### config.mk
export PLATFORM = sky130hd
export DESIGN_NAME = logic_unit_pipe
export DESIGN_NICKNAME = d
export VERILOG_FILES = /design/src/rtl/logic_unit_pkg.sv /design/src/rtl/logic_unit_core.sv /design/src/rtl/logic_unit_pipe.sv
export SDC_FILE = /design/constraint.sdc
export NUM_CORES = 1
export LEC_CHECK = 0
export ABC_AREA = 1
export BUFFER_PORTS_ARGS = -buffer_cell sky130_fd_sc_hd__buf_4
export CAP_MARGIN = 20
export CORE_MARGIN = 2
export CORE_UTILIZATION = 38
export CTS_CLUSTER_DIAMETER = 30
export DETAILED_ROUTE_END_ITERATION = 12
export SLEW_MARGIN = 20
export SYNTH_ARGS = -nofsm -noshare
export SYNTH_HDL_FRONTEND = slang
export SYNTH_HIERARCHICAL = 1
export SYNTH_SLANG_ARGS = --single-unit
### constraint.sdc
create_clock -name clk -period 2.1 [get_ports clk]
set_input_delay 0.525 -clock clk [delete_from_list [all_inputs] [get_ports clk]]
set_output_delay 0.525 -clock clk [all_outputs]
set_load 0.03 [all_outputs]
### src/rtl/logic_unit_pkg.sv
// Shared op-code constants for the logic unit pipeline and its combinational core.
// No logic here; constants only.
package logic_unit_pkg;
    localparam int OP_W = 3;

    localparam logic [OP_W-1:0] OP_AND    = 3'd0;
    localparam logic [OP_W-1:0] OP_OR     = 3'd1;
    localparam logic [OP_W-1:0] OP_XOR    = 3'd2;
    localparam logic [OP_W-1:0] OP_NOR    = 3'd3;
    localparam logic [OP_W-1:0] OP_ACC_OR = 3'd4;
endpackage

### src/rtl/logic_unit_core.sv
// Purpose: combinational bitwise op mux (AND/OR/XOR/NOR/ACC_OR), flags illegal op codes.
// Latency: zero cycles, purely combinational.
// Backpressure: none; the caller owns the handshake.
module logic_unit_core
    import logic_unit_pkg::*;
#(
    parameter int WIDTH = 32,
    parameter int OP_W_P = OP_W
) (
    input  logic [OP_W_P-1:0] op,
    input  logic [WIDTH-1:0]  a,
    input  logic [WIDTH-1:0]  b,
    input  logic [WIDTH-1:0]  acc,
    output logic [WIDTH-1:0]  result,
    output logic              err
);
    always_comb begin
        result = '0;
        err    = 1'b0;
        case (op)
            OP_W_P'(OP_AND):    result = a & b;
            OP_W_P'(OP_OR):     result = a | b;
            OP_W_P'(OP_XOR):    result = a ^ b;
            OP_W_P'(OP_NOR):    result = ~(a | b);
            OP_W_P'(OP_ACC_OR): result = acc | a;
            default:            err    = 1'b1;
        endcase
    end
endmodule

### src/rtl/logic_unit_pipe.sv
// Purpose: one-stage registered bitwise logic unit with OR-accumulate over multi-beat streams.
// Latency: one cycle from accept to out_valid; non-last ACC_OR beats produce no output.
// Backpressure: in_ready = !out_valid || out_ready, so a full register refills as it drains.
module logic_unit_pipe
    import logic_unit_pkg::*;
#(
    parameter int WIDTH = 32,
    parameter int OP_W_P = OP_W
) (
    input  logic              clk,
    input  logic              reset,
    input  logic              in_valid,
    output logic              in_ready,
    input  logic [OP_W_P-1:0] in_op,
    input  logic [WIDTH-1:0]  in_a,
    input  logic [WIDTH-1:0]  in_b,
    input  logic              in_last,
    output logic              out_valid,
    input  logic              out_ready,
    output logic [WIDTH-1:0]  out_data,
    output logic              out_zero,
    output logic              out_err
);
    logic [WIDTH-1:0] acc;
    logic [WIDTH-1:0] core_result;
    logic             core_err;
    logic             accept;
    logic             is_acc;
    logic             produce;

    logic_unit_core #(.WIDTH(WIDTH), .OP_W_P(OP_W_P)) u_core (
        .op     (in_op),
        .a      (in_a),
        .b      (in_b),
        .acc    (acc),
        .result (core_result),
        .err    (core_err)
    );

    assign in_ready = !out_valid || out_ready;
    assign accept   = in_valid && in_ready;
    assign is_acc   = (in_op == OP_W_P'(OP_ACC_OR));
    // Only the closing beat of an accumulate stream emits a result.
    assign produce  = accept && (!is_acc || in_last);

    always_ff @(posedge clk) begin
        if (reset) begin
            out_valid <= 1'b0;
            out_data  <= '0;
            out_zero  <= 1'b0;
            out_err   <= 1'b0;
            acc       <= '0;
        end else begin
            if (produce) begin
                out_valid <= 1'b1;
                out_data  <= core_result;
                out_zero  <= (core_result == '0);
                out_err   <= core_err;
            end else if (out_ready) begin
                out_valid <= 1'b0;
            end

            // Other ops leave acc alone so an interrupted stream can resume.
            if (accept && is_acc) begin
                acc <= in_last ? '0 : (acc | in_a);
            end
        end
    end
endmodule

==> metrics.txt, run 1 <==
# TYPE chip_impl_metric gauge
chip_impl_metric{name="core_region_area",unit="um2"} 13800
chip_impl_metric{name="cts_max_level",unit=""} 3
chip_impl_metric{name="die-area",unit="um2"} 14900
chip_impl_metric{name="synth-warning-count",unit=""} 6
chip_impl_metric{name="initial_utilization",unit="%"} 38.5
chip_impl_metric{name="synth.cell_area",unit="um2"} 5300
chip_impl_metric{name="grt_max_degree",unit=""} 49
chip_impl_info{name="critPathLaunch",value="in_op[1]"} 1
chip_impl_metric{name="max-slew-margin-rel",unit="%"} 62.0
chip_impl_metric{name="num-nets-final",unit=""} 1067
chip_impl_metric{name="fin_util",unit="%"} 48.2
chip_impl_metric{name="first_global_vias",unit=""} 4871
chip_impl_metric{name="finClkSkew",unit="ns"} 0.00635
chip_impl_metric{name="post-cts-setup-buffers",unit=""} 0
chip_impl_metric{name="synthToLayoutAreaGrowth",unit="%"} 25.2
chip_impl_info{name="timing.critical_path.from_type",value="input port"} 1
chip_impl_metric{name="clkSlewWorstSetupHoldPaths",unit="ns"} 0.06
chip_impl_metric{name="report.final.setup_viol",unit=""} 0
chip_impl_info{name="yosysMostFrequentCell",value="sky130_fd_sc_hd__nor2_1"} 1
chip_impl_metric{name="total_power",unit="mW"} 4.06
chip_impl_metric{name="netlist-cell-type-count",unit=""} 25
chip_impl_info{name="worst_setup_path_endpoint",value="out_zero"} 1
chip_impl_info{name="clock_tree.root_cell",value="sky130_fd_sc_hd__clkbuf_16"} 1
chip_impl_metric{name="dieHeight",unit="um"} 122
chip_impl_metric{name="gr-usage-all-layers",unit="%"} 20.4
chip_impl_info{name="setup.worst_path.end_class",value="flip-flop"} 1
chip_impl_metric{name="netlist.area_leader.share",unit="%"} 25.3
chip_impl_metric{name="placed_cells_incl_taps",unit=""} 1100
chip_impl_info{name="crit_path_cell_trace",value="buf_4 -> nor2_8 -> buf_4 -> nand3_1 -> nand2_1 -> nor2_1 -> nand2_1 -> nor2_1 -> nand2_1 -> nor2_1 -> nand2_1 -> nor2_1 -> nor2_1 -> nor2_1"} 1
chip_impl_info{name="ws_path_type",value="in2reg"} 1
chip_impl_metric{name="numCtsBuffers",unit=""} 9
chip_impl_info{name="holdCritPathClass",value="in2reg"} 1
chip_impl_info{name="ys.flop_type",value="sky130_fd_sc_hd__dfxtp_1"} 1
chip_impl_info{name="setup_repair_after_global_routing_missed_its_margin",value="false"} 1
chip_impl_metric{name="number_of_gates_given_a_new_drive_strength_after_cts",unit=""} 0
chip_impl_metric{name="cp_max_fo",unit=""} 12
chip_impl_metric{name="routed_wire_length",unit="um"} 14900
chip_impl_metric{name="peakVddDrop",unit="mV"} 0.318
chip_impl_metric{name="finalInstanceArea",unit="um2"} 6630
chip_impl_metric{name="maxSlewViolCount",unit=""} 0
chip_impl_metric{name="count_of_nets_left_with_antenna_violations_after_detail_routing",unit=""} 0
chip_impl_metric{name="layout.cells.non_filler",unit=""} 1116
chip_impl_info{name="tritoncts",value="built"} 1
chip_impl_metric{name="post-route-period-util",unit="%"} 79.0
chip_impl_info{name="regToRegEndpoint",value="out_zero"} 1
chip_impl_metric{name="global_route_wire_length_before_repair",unit="um"} 23900
chip_impl_metric{name="dr.pass1.iters",unit=""} 5
chip_impl_metric{name="synth.ff_latch_count",unit=""} 67
chip_impl_metric{name="ctsLongestPathBuffers",unit=""} 2
chip_impl_metric{name="synth_enable_flop_cells",unit=""} 0
chip_impl_metric{name="achievable-frequency",unit="MHz"} 603
chip_impl_info{name="timing.rr.start",value="acc[3]"} 1
chip_impl_metric{name="antenna_cells",unit=""} 0
chip_impl_metric{name="initialDrtViolationCount",unit=""} 360
chip_impl_metric{name="cell_area_power_density",unit="nW/um2"} 611
chip_impl_info{name="crit_top_cell",value="sky130_fd_sc_hd__nor2_1"} 1
chip_impl_metric{name="ioPinCount",unit=""} 108
chip_impl_metric{name="least_margin_pin_slew",unit="ns"} 0.570
chip_impl_metric{name="vias_after_detailed_routing",unit=""} 5384
chip_impl_metric{name="initial_antenna_violation_count",unit=""} 0
chip_impl_metric{name="dieWidth",unit="um"} 122
chip_impl_info{name="synth_common_cells",value="161 x sky130_fd_sc_hd__nor2_1, 152 x sky130_fd_sc_hd__nand2_1, 126 x sky130_fd_sc_hd__inv_1, 79 x sky130_fd_sc_hd__nand3_1, 67 x sky130_fd_sc_hd__dfxtp_1"} 1
chip_impl_info{name="run_status",value="completed"} 1
chip_impl_metric{name="tritoncts_num_sinks",unit=""} 67
chip_impl_metric{name="grt_overflow_total",unit=""} 0
chip_impl_info{name="synth_area_leaders",value="sky130_fd_sc_hd__dfxtp_1 25%, sky130_fd_sc_hd__ha_1 15%, sky130_fd_sc_hd__nor2_1 11%"} 1
chip_impl_metric{name="critPathArrivalTime",unit="ns"} 1.94
chip_impl_metric{name="final_hold_fails",unit=""} 0
chip_impl_info{name="crit_slowest_cell",value="sky130_fd_sc_hd__buf_4"} 1
chip_impl_metric{name="synth_net_count",unit=""} 970
chip_impl_metric{name="syn_area_per_cell",unit="um2"} 6.36
chip_impl_metric{name="avgRoutedWirePerCell",unit="um"} 13.3
chip_impl_metric{name="fp-row-count",unit=""} 43
chip_impl_metric{name="synth_seq_area_share",unit="%"} 25.3
chip_impl_metric{name="power_leakage",unit="nW"} 3.64
chip_impl_metric{name="count_of_input_and_output_buffers",unit=""} 107
chip_impl_metric{name="hold-worst-slack",unit="ns"} 0.343
chip_impl_metric{name="crit_path_max_incr_delay",unit="ns"} 0.21
chip_impl_metric{name="drive_gt1_share",unit="%"} 19.3
chip_impl_metric{name="dp_worst_setup_slack",unit="ns"} 0.0896
chip_impl_metric{name="drcViolationCount",unit=""} 0
chip_impl_metric{name="detailed_place.area",unit="um2"} 6310
chip_impl_metric{name="cap_viol_max_count",unit=""} 0
chip_impl_metric{name="synthArstFlopShare",unit="%"} 0
chip_impl_metric{name="post-dp-hpwl",unit="um"} 11100
chip_impl_info{name="synth_top_cell_by_area",value="sky130_fd_sc_hd__dfxtp_1"} 1
chip_impl_metric{name="critical_path_required",unit="ns"} 2.38
chip_impl_metric{name="insertion_delay",unit="ns"} 0.34
chip_impl_metric{name="worst-r2r-setup-slack",unit="ns"} 0.67
chip_impl_metric{name="syn_inst",unit=""} 834
chip_impl_metric{name="gp_congestion",unit=""} 0.881
chip_impl_metric{name="detailed_route_vias_per_instance",unit=""} 4.82
chip_impl_metric{name="cts_hold_buffers",unit=""} 0
chip_impl_metric{name="timing.final.crit_period",unit="ns"} 1.66
chip_impl_metric{name="fin_setup_tns",unit="ns"} 0
chip_impl_metric{name="worst_slack",unit="ns"} 0.441
chip_impl_metric{name="ff2ff_path_depth",unit=""} 12
## registers in the layout (all words and copies together), names as in the netlist
| register | cells |
|---|---|
| acc | 32 |
| out_data | 32 |
| out_err | 1 |
| out_valid | 1 |
| out_zero | 1 |
## area by class of cell
cell class	instances	area, um2
Clock inverter	6	90.1
Multi-Input combinational cell	591	3180
Sequential cell	67	1340
Timing Repair Buffer	133	1090
Inverter	129	484
Clock buffer	10	229
Fill cell	1476	7140
Tap cell	180	225
## worst max-delay path, delay by kind of cell
kind	cells	cell delay [ns]
buffers and inverters	2	0.40
AND/OR/NAND/NOR	12	0.98
## worst min path at each step
stage | slack, ns | startpoint | to | depth (start not counted)
2_1_floorplan | 0.43 | acc[0] | acc[0] | 2
3_3_place_gp | 0.44 | acc[2] | acc[2] | 2
3_5_place_dp | 0.45 | acc[10] | acc[10] | 2
4_1_cts | 0.33 | reset | out_valid | 2
5_1_grt | 0.34 | reset | out_valid | 2
6_report | 0.34 | reset | out_valid | 2
## placed cells by master (no fill, tap or decap), types with 9 or more instances in the layout
cell type                     n
sky130_fd_sc_hd__nor2_1     161
sky130_fd_sc_hd__nand2_1    152
sky130_fd_sc_hd__inv_1      126
sky130_fd_sc_hd__buf_4      126
sky130_fd_sc_hd__nand3_1     79
sky130_fd_sc_hd__dfxtp_1     67
sky130_fd_sc_hd__ha_1        64
sky130_fd_sc_hd__o21ai_0     38
sky130_fd_sc_hd__a21oi_1     33
sky130_fd_sc_hd__nand4_1     33
sky130_fd_sc_hd__or2_2       12
sky130_fd_sc_hd__nor2_2      10
sky130_fd_sc_hd__clkbuf_16    9
## cell families after synthesis
| kind of cell | count (synthesis) | share of synthesized area (%) |
|---|---|---|
| DFF | 67 | 25.3 |
| and+or+nand+nor | 455 | 37.8 |
| AOI/OAI and AO/OA | 72 | 6.92 |
| buffers and inverters | 176 | 14.8 |
| adders and majority gates | 64 | 15.1 |
## routing by layer
| metal | track usage, % | routed length [um] | share of wire (%) | vias up |
|---|---|---|---|---|
| li1 | - | - | - | 2795 |
| met1 | 28.2 | 7260 | 49 | 2409 |
| met2 | 32.5 | 6430 | 43 | 165 |
| met3 | 3.28 | 991 | 6.7 | 15 |
| met4 | 6.47 | 214 | 1.4 | 0 |
| met5 | 0 | 0 | 0 | - |
## power breakdown
group / internal (mW) / total (mW) / leakage, nW / switching (mW)
clock: 1.04 / 1.65 / 0.153 / 0.608
combinational: 0.398 / 1.03 / 2.93 / 0.630
sequential: 1.34 / 1.38 / 0.548 / 0.0369
(Power assumes the default switching activity.)
==> inputs of run 2 (changes only) <==
==> constraint.sdc (replaced) <==
create_clock -name clk -period 1.5 [get_ports clk]
set_input_delay 0.375 -clock clk [delete_from_list [all_inputs] [get_ports clk]]
set_output_delay 0.375 -clock clk [all_outputs]
set_load 0.03 [all_outputs]
==> run 2 against run 1 <==
Net effect: sequential share of layout area down 1.4 points; sequential power up 40%; cell area is 8.2% higher; clock power increased by 43%; critical path type is now reg2reg; critical endpoint unchanged.
==> metrics.txt, run 2 (synthesized netlist as in run 1, its figures left out) <==
# TYPE chip_impl_metric gauge
chip_impl_info{name="run_status",value="completed"} 1
chip_impl_metric{name="vias_after_detailed_routing",unit=""} 5457
chip_impl_metric{name="timing.final.crit_period",unit="ns"} 1.43
chip_impl_info{name="crit_path_cell_trace",value="or2_2 -> nand3_2 -> nand2_1 -> inv_1 -> nand2_2 -> nor2_1 -> nand2_1 -> nor2_1 -> nand2_1 -> nor2_1 -> nor2_1 -> nor2_1"} 1
chip_impl_metric{name="gp_congestion",unit=""} 0.842
chip_impl_metric{name="tritoncts_num_sinks",unit=""} 67
chip_impl_metric{name="comb_power_share",unit="%"} 27.6
chip_impl_info{name="tritoncts",value="built"} 1
chip_impl_metric{name="finClkSkew",unit="ns"} 0.0106
chip_impl_metric{name="numCtsBuffers",unit=""} 9
chip_impl_metric{name="global_route_wire_length_before_repair",unit="um"} 24300
chip_impl_metric{name="maxSlewViolCount",unit=""} 0
chip_impl_metric{name="seq_power_share",unit="%"} 32.6
chip_impl_metric{name="cts_hold_buffers",unit=""} 0
chip_impl_metric{name="post-dp-hpwl",unit="um"} 11100
chip_impl_metric{name="total_switching_power",unit="mW"} 1.84
chip_impl_metric{name="ioPinCount",unit=""} 108
chip_impl_metric{name="power_leakage",unit="nW"} 3.88
chip_impl_metric{name="critical_path_required",unit="ns"} 1.78
chip_impl_metric{name="avgRoutedWirePerCell",unit="um"} 12.9
chip_impl_metric{name="ff2ff_path_depth",unit=""} 12
chip_impl_info{name="setup_repair_after_global_routing_missed_its_margin",value="true"} 1
chip_impl_metric{name="ctsLongestPathBuffers",unit=""} 2
chip_impl_metric{name="cts_max_level",unit=""} 3
chip_impl_info{name="timing.rr.start",value="acc[10]"} 1
chip_impl_metric{name="cap_viol_max_count",unit=""} 0
chip_impl_metric{name="routed_wire_length",unit="um"} 14900
chip_impl_metric{name="cp_max_fo",unit=""} 2
chip_impl_info{name="setup.worst_path.end_class",value="flip-flop"} 1
chip_impl_info{name="most_common_cell_after_layout_fill_and_taps_aside",value="sky130_fd_sc_hd__buf_4"} 1
chip_impl_metric{name="fp-row-count",unit=""} 43
chip_impl_metric{name="dr.pass1.iters",unit=""} 4
chip_impl_metric{name="insertion_delay",unit="ns"} 0.35
chip_impl_metric{name="dieHeight",unit="um"} 122
chip_impl_metric{name="post-route-period-util",unit="%"} 95.4
chip_impl_metric{name="grt_max_degree",unit=""} 33
chip_impl_info{name="holdCritPathClass",value="in2reg"} 1
chip_impl_info{name="layout_common_cells",value="157 x sky130_fd_sc_hd__buf_4, 156 x sky130_fd_sc_hd__nor2_1, 142 x sky130_fd_sc_hd__nand2_1, 118 x sky130_fd_sc_hd__inv_1, 72 x sky130_fd_sc_hd__nand3_1"} 1
chip_impl_metric{name="least_margin_pin_slew",unit="ns"} 0.294
chip_impl_metric{name="max-slew-margin-rel",unit="%"} 80.2
chip_impl_metric{name="crit_path_max_incr_delay",unit="ns"} 0.30
chip_impl_metric{name="antenna_cells",unit=""} 0
chip_impl_metric{name="drcViolationCount",unit=""} 0
chip_impl_info{name="timing.critical_path.from_type",value="flip-flop"} 1
chip_impl_info{name="crit_slowest_cell",value="sky130_fd_sc_hd__dfxtp_1"} 1
chip_impl_info{name="hold_path_startpoint",value="reset"} 1
chip_impl_metric{name="peakVddDrop",unit="mV"} 0.573
chip_impl_metric{name="clkSlewWorstSetupHoldPaths",unit="ns"} 0.06
chip_impl_info{name="whs_endpoint",value="out_valid"} 1
chip_impl_metric{name="detailed_place.area",unit="um2"} 6660
chip_impl_info{name="clock_tree.root_cell",value="sky130_fd_sc_hd__clkbuf_16"} 1
chip_impl_metric{name="worst-r2r-setup-slack",unit="ns"} 0.07
chip_impl_metric{name="initial_antenna_violation_count",unit=""} 0
chip_impl_metric{name="finalInstanceArea",unit="um2"} 7180
chip_impl_metric{name="first_global_vias",unit=""} 4917
chip_impl_metric{name="p_int",unit="mW"} 4.09
chip_impl_metric{name="hold-worst-slack",unit="ns"} 0.199
chip_impl_metric{name="count_of_nets_left_with_antenna_violations_after_detail_routing",unit=""} 0
chip_impl_metric{name="cell_area_power_density",unit="nW/um2"} 825
chip_impl_metric{name="power_switching_share",unit="%"} 31.0
chip_impl_info{name="ws_path_type",value="reg2reg"} 1
chip_impl_metric{name="grt_overflow_total",unit=""} 0
chip_impl_metric{name="report.final.setup_viol",unit=""} 0
chip_impl_info{name="regToRegEndpoint",value="out_zero"} 1
chip_impl_metric{name="worstHoldPathCells",unit=""} 2
chip_impl_metric{name="final_hold_fails",unit=""} 0
chip_impl_info{name="largestRegisters",value="acc (32), out_data (32)"} 1
chip_impl_metric{name="synthToLayoutAreaGrowth",unit="%"} 35.5
chip_impl_metric{name="detailed_route_vias_per_instance",unit=""} 4.71
chip_impl_metric{name="dieWidth",unit="um"} 122
chip_impl_info{name="crit_top_cell",value="sky130_fd_sc_hd__nor2_1"} 1
chip_impl_metric{name="initialDrtViolationCount",unit=""} 322
chip_impl_metric{name="count_of_input_and_output_buffers",unit=""} 107
chip_impl_metric{name="drive_gt1_share",unit="%"} 27.4
chip_impl_metric{name="fin_util",unit="%"} 52.1
chip_impl_metric{name="critPathArrivalTime",unit="ns"} 1.72
chip_impl_metric{name="core_region_area",unit="um2"} 13800
chip_impl_metric{name="num-nets-final",unit=""} 1109
chip_impl_metric{name="initial_utilization",unit="%"} 38.5
chip_impl_metric{name="die-area",unit="um2"} 14900
chip_impl_metric{name="achievable-frequency",unit="MHz"} 699
chip_impl_metric{name="power.clock.fraction",unit="%"} 39.9
chip_impl_metric{name="gr-usage-all-layers",unit="%"} 20.8
-- run 2: cell count changes in the layout (fill, tap and decap cells not counted), sizes merged --
cell      change
clkinv        -1
clkinvlp      +1
buf          +42
-- run 2: routing by layer --
metal  up-vias  share of wire [%]  global-route usage [%]
met5         -                  0                       0
met4         0                1.3                    7.11
met3        12                5.9                    3.00
met2       141                 43                    31.6
met1      2429                 50                    30.1
li1       2875                  -                       -
-- run 2: worst max path at each step --
stage	from	to	slack, ns	cells after the start
2_1_floorplan	in_op[1]	out_zero	-0.05	15
3_3_place_gp	in_op[1]	out_zero	-0.33	14
3_5_place_dp	in_op[1]	out_zero	-0.31	14
4_1_cts	acc[18]	out_zero	0.04	12
5_1_grt	in_op[1]	out_zero	-0.08	14
6_report	acc[10]	out_zero	0.07	12
-- run 2: power groups by stage --
stage                     Combinational, mW  Clock (mW)  Sequential [mW]
after CTS                              1.57        2.44             1.93
after global placement                 1.56           0             1.97
after global routing                   1.83        2.49             1.94
after floorplan                       0.732           0             2.12
final                                  1.63        2.36             1.93
after detailed placement               1.57           0             1.97
-- run 2: final cells by class --
class,count,area (um2)
Timing Repair Buffer,175,1500
Multi-Input combinational cell,591,3290
Inverter,129,487
Tap cell,180,225
Sequential cell,67,1350
Clock buffer,10,239
Clock inverter,6,88.8
Fill cell,1454,6590
-- run 2: what timing repair did --
action	4_1_cts	5_1_grt
buffers inserted	0	7
gates resized for setup	0	56
endpoints found under the setup margin	0	1
-- run 2: worst max-delay path: cells and delay by family (launching register included) --
kind | cells | cell delay, ns
flip-flops | 1 | 0.30
AND/OR/NAND/NOR | 11 | 1.01
buffers and inverters | 1 | 0.06
-- run 2: per-stage QoR --
| stage | setup TNS, ns | std cells | worst slack, ns | power, mW |
|---|---|---|---|---|
| finish | 0 | 1158 | 0.0692 | 5.93 |
| global route | -0.0947 | 1158 | -0.0811 | 6.26 |
| CTS | 0 | 1151 | 0.0419 | 5.94 |
| detailed placement | -14.02 | 1135 | -0.312 | 3.53 |
| global placement | -12.88 | 1135 | -0.328 | 3.53 |
| floorplan | -0.0490 | 834 | -0.0490 | 2.85 |
